### config.mk
export PLATFORM = sky130hd
export DESIGN_NAME = full_adder_unit
export DESIGN_NICKNAME = d
export VERILOG_FILES = /design/src/rtl/full_adder_pkg.sv /design/src/rtl/fa_cell.sv /design/src/rtl/full_adder_unit.sv
export SDC_FILE = /design/constraint.sdc
export NUM_CORES = 1
export LEC_CHECK = 0
export CAP_MARGIN = 20
export CELL_PAD_IN_SITES_DETAIL_PLACEMENT = 1
export CELL_PAD_IN_SITES_GLOBAL_PLACEMENT = 1
export CORE_AREA = 5 5 42 44
export CTS_CLUSTER_SIZE = 30
export DETAILED_ROUTE_END_ITERATION = 16
export DIE_AREA = 0 0 47 49
export PLACE_DENSITY = 0.34
export SYNTH_ARGS = -nofsm -noshare
export SYNTH_HDL_FRONTEND = slang
export SYNTH_SLANG_ARGS = --single-unit
### constraint.sdc
create_clock -name clk -period 1.2 [get_ports clk]
set_clock_uncertainty 0.15 [all_clocks]
set_input_delay 0.12 -clock clk [delete_from_list [all_inputs] [get_ports clk]]
set_output_delay 0.12 -clock clk [all_outputs]
set_load 0.01 [all_outputs]
### src/rtl/full_adder_pkg.sv
// Shared constants and the 1-bit full-adder function for the registered adder.
// Used by fa_cell, full_adder_unit and the testbench reference model.
package full_adder_pkg;

  localparam logic FA_SUM_RST   = 1'b0;
  localparam logic FA_CARRY_RST = 1'b0;

  // Returns {cout, s} for one bit position.
  function automatic logic [1:0] fa_bit_fn(input logic a, input logic b, input logic cin);
    return {(a & b) | (a & cin) | (b & cin), a ^ b ^ cin};
  endfunction

endpackage

### src/rtl/fa_cell.sv
// Purely combinational 1-bit full adder cell; one link of the ripple-carry chain.
module fa_cell
  import full_adder_pkg::*;
(
  input  logic a,
  input  logic b,
  input  logic cin,
  output logic s,
  output logic cout
);

  assign {cout, s} = fa_bit_fn(a, b, cin);

endmodule

### src/rtl/full_adder_unit.sv
// Registered ripple-carry adder: {carry, sum} = a + b + c, one cycle after in_valid.
// Define FULL_ADDER_UNIT_OVF_EN to add the registered signed-overflow output ovf.
module full_adder_unit
  import full_adder_pkg::*;
#(
  parameter int WIDTH = 1
) (
  input  logic             clk,
  input  logic             rst_n,
  input  logic             in_valid,
  input  logic [WIDTH-1:0] a,
  input  logic [WIDTH-1:0] b,
  input  logic             c,
  output logic [WIDTH-1:0] sum,
  output logic             carry,
  output logic             out_valid
`ifdef FULL_ADDER_UNIT_OVF_EN
  ,
  output logic             ovf
`endif
);

  // k[i] is the carry into bit i; k[0] is the external carry-in.
  logic [WIDTH:0]   k;
  logic [WIDTH-1:0] s_comb;

  assign k[0] = c;

  for (genvar i = 0; i < WIDTH; i++) begin : g_cell
    fa_cell u_cell (
      .a    (a[i]),
      .b    (b[i]),
      .cin  (k[i]),
      .s    (s_comb[i]),
      .cout (k[i+1])
    );
  end

  // NOTE: sequential state uses non-blocking (<=) so every flop samples pre-edge values.
  always_ff @(posedge clk or negedge rst_n) begin
    if (!rst_n) begin
      sum       <= {WIDTH{FA_SUM_RST}};
      carry     <= FA_CARRY_RST;
      out_valid <= 1'b0;
    end else begin
      out_valid <= in_valid;
      if (in_valid) begin
        sum   <= s_comb;
        carry <= k[WIDTH];
      end
    end
  end

`ifdef FULL_ADDER_UNIT_OVF_EN
  // Signed overflow: carry into the MSB differs from carry out of it.
  always_ff @(posedge clk or negedge rst_n) begin
    if (!rst_n) begin
      ovf <= 1'b0;
    end else if (in_valid) begin
      ovf <= k[WIDTH] ^ k[WIDTH-1];
    end
  end
`endif

endmodule

==> impl_results.md <==
* PD cells at 1430 nW/um2
* Combinational share of power at 17.9%
* RSZ-0062 raised after global routing: no
* Die height at 49 um
* Clock share of power at 48.7%
* VDD IR max at 236 uV
* Max_slew headroom at 89.4%
* CP Buf/Inv Count at 1
* Post-Syn Area at 118 um2
* Synth warn at 0
* Least-Margin Pin Slew at 158 ps
* Top post-synthesis cells by area: dfrtp_1 64%, mux2_2 19%, fa_1 17%
* Layout cells sized above 1 at 26.3%
* RD Place Congestion at 0.606
* Via density at 2.97
* Clk sinks at 3
* MaxCap Viol Count at 0
* Die Area at 2300 um2
* Die Wd at 47 um
* Met3 usage at 3.32%
* Drt first-iter violations at 0
* Setup crit start kind: input port
* CORE AREA at 1400 um2
* Nets at 27
* Post-layout minimum cycle time at 1150 ps
* Cells after synthesis at 6
* Initial core utilization at 8.39%
* I/O Pins at 9
* Switching share of power at 21.8%
* Max FO, Critical Path at 1
* Postcts setup bufs at 0
* Drt first pass iters at 1
* Max Transition Viols Final at 0
* Total Wirelength at 318 um
* Final Hold Viols at 0
* Ant diodes at 0
* H-tree lvl count at 1
* Period utilization at 96.0%
* Post-route ant nets at 0
* LEAKAGE at 0.000113 uW
* Total CTS buffers at 3
* Critical path's slowest cell: fa_1
* Row cnt at 14
* Worst Hold Class: in2reg
* Clock-pin slew on the worst setup and hold paths at 40 ps
* Avg WL per Cell at 9.09 um
* Share of power burned in registers at 33.4%
* Net Count, Synth at 13
* Met2 usage at 4.07%
* GR Util met1 at 2.67%
* Clock buffer depth at 2
* Register area share after synthesis at 63.8%
* Sw Pwr at 77.9 uW
* Crit Path Class: in2reg
* Area delta synth->final at 113%
* Worst Path Required at 1160 ps
* Pin count of the biggest net entering global routing at 4
* Area leader, netlist: dfrtp_1
* # DRC at 0
* Internal at 279 uW
* Yosys top cell area share at 63.8%
* Post-route cell area at 250 um2
* Slowest stage delay, CP at 480 ps
* Fmax at 868 MHz
* Yosys cell types at 3
* Initial antenna violation count at 0
* Accumulated negative setup slack at 0 ps
* Run status: finished, final reports clean
* Gr usage total at 3.82%
* Seq cells post-synth at 3
* Worst-Skew Late Latency at 230 ps
* Mean Syn Cell Area at 19.6 um2
* Setup violators final at 0
* Tot Pwr at 357 uW
* Root buffer cell: clkbuf_4
* Critical path cell sequence: dlygate4sd2_1 > fa_1 > mux2_4
* CTS tree: yes
* Data arrival time of the critical path at 1110 ps
* CP endpoint kind: flip-flop
* Total number of vias at 104
* Busiest grt layer: met4
* Global route overflow at 0
* Placed instance area at 218 um2
* IO Port Bufs at 8
* First-pass GRT wire length at 469 um
* CP top delay family: adder cells
* Vias in the first global route at 136
## layout make-up
class | instances | area (um2)
Fill cell | 169 | 1150
Clock buffer | 4 | 26.3
Tap cell | 16 | 20.0
Timing Repair Buffer | 9 | 82.6
Multi-Input combinational cell | 3 | 46.3
Sequential cell | 3 | 75.1
## what timing repair did
| item | in CTS | in global routing |
|---|---|---|
| endpoints found under the hold margin | 3 | 0 |
| gates resized for setup | 7 | 0 |
| setup endpoints to repair | 5 | 0 |
| hold buffers | 1 | 0 |
## power groups by stage
| stage | logic [uW] | clock network, uW | registers [uW] |
|---|---|---|---|
| after floorplan | 13.3 | 0 | 128 |
| after global placement | 71.9 | 0 | 121 |
| after detailed placement | 70.3 | 0 | 121 |
| after CTS | 66.1 | 186 | 119 |
| after global routing | 71.3 | 187 | 121 |
| final | 63.8 | 174 | 119 |
## through the flow
step	hold slack (ps)	cells	setup slack [ps]	utilization [%]
floorplan	-326	6	104	-
global placement	168	30	-400	15.5
detailed placement	163	30	-378	15.5
CTS	262	35	39.7	17.9
global route	287	35	18.9	17.9
finish	262	35	48.4	17.9
## cell usage after synthesis
library cell / instances
dfrtp_1: 3
mux2_2: 2
fa_1: 1
## worst paths after layout
path                            start        end  slack [ps]  cells after the start
max in group asynchronous       rst_n      carry         280                      2
worst max-delay path                c        sum          50                      3
worst min-delay path                a      carry         260                      3
worst max register to register    sum        sum         310                      1
worst min register to register  carry      carry         340                      1
min in group asynchronous       rst_n  out_valid         480                      2
## layer usage
layer | routed length (um) | share of wire (%) | up-vias
li1 | - | - | 47
met1 | 94 | 30 | 48
met2 | 135 | 42 | 9
met3 | 89 | 28 | 0
met4 | 0 | 0 | 0
met5 | 0 | 0 | -
## flip-flops by register name, indices dropped and copies added, names as in the netlist
signal,count
sum,1
carry,1
out_valid,1
## cells by family (layout without fill, tap and decap cells)
logic type               count (synthesis)  in the layout  share of synthesized area, %
multiplexers                             2              2                          19.1
flip-flops                               3              3                          63.8
buffers and inverters                    0             13                             0
adder cells (fa/ha/maj)                  1              1                          17.0
## layout by cell type, fill, tap and decap left out
| cell | Yosys | final |
|---|---|---|
| clkbuf_1 | 0 | 1 |
| dlygate4sd2_1 | 0 | 6 |
| dlygate4sd3_1 | 0 | 1 |
| mux2_4 | 0 | 1 |
| mux2_2 | 2 | 1 |
| fa_1 | 1 | 1 |
| dfrtp_1 | 3 | 3 |
| clkdlybuf4s50_1 | 0 | 2 |
| clkbuf_4 | 0 | 3 |
(Power assumes the default switching activity.)
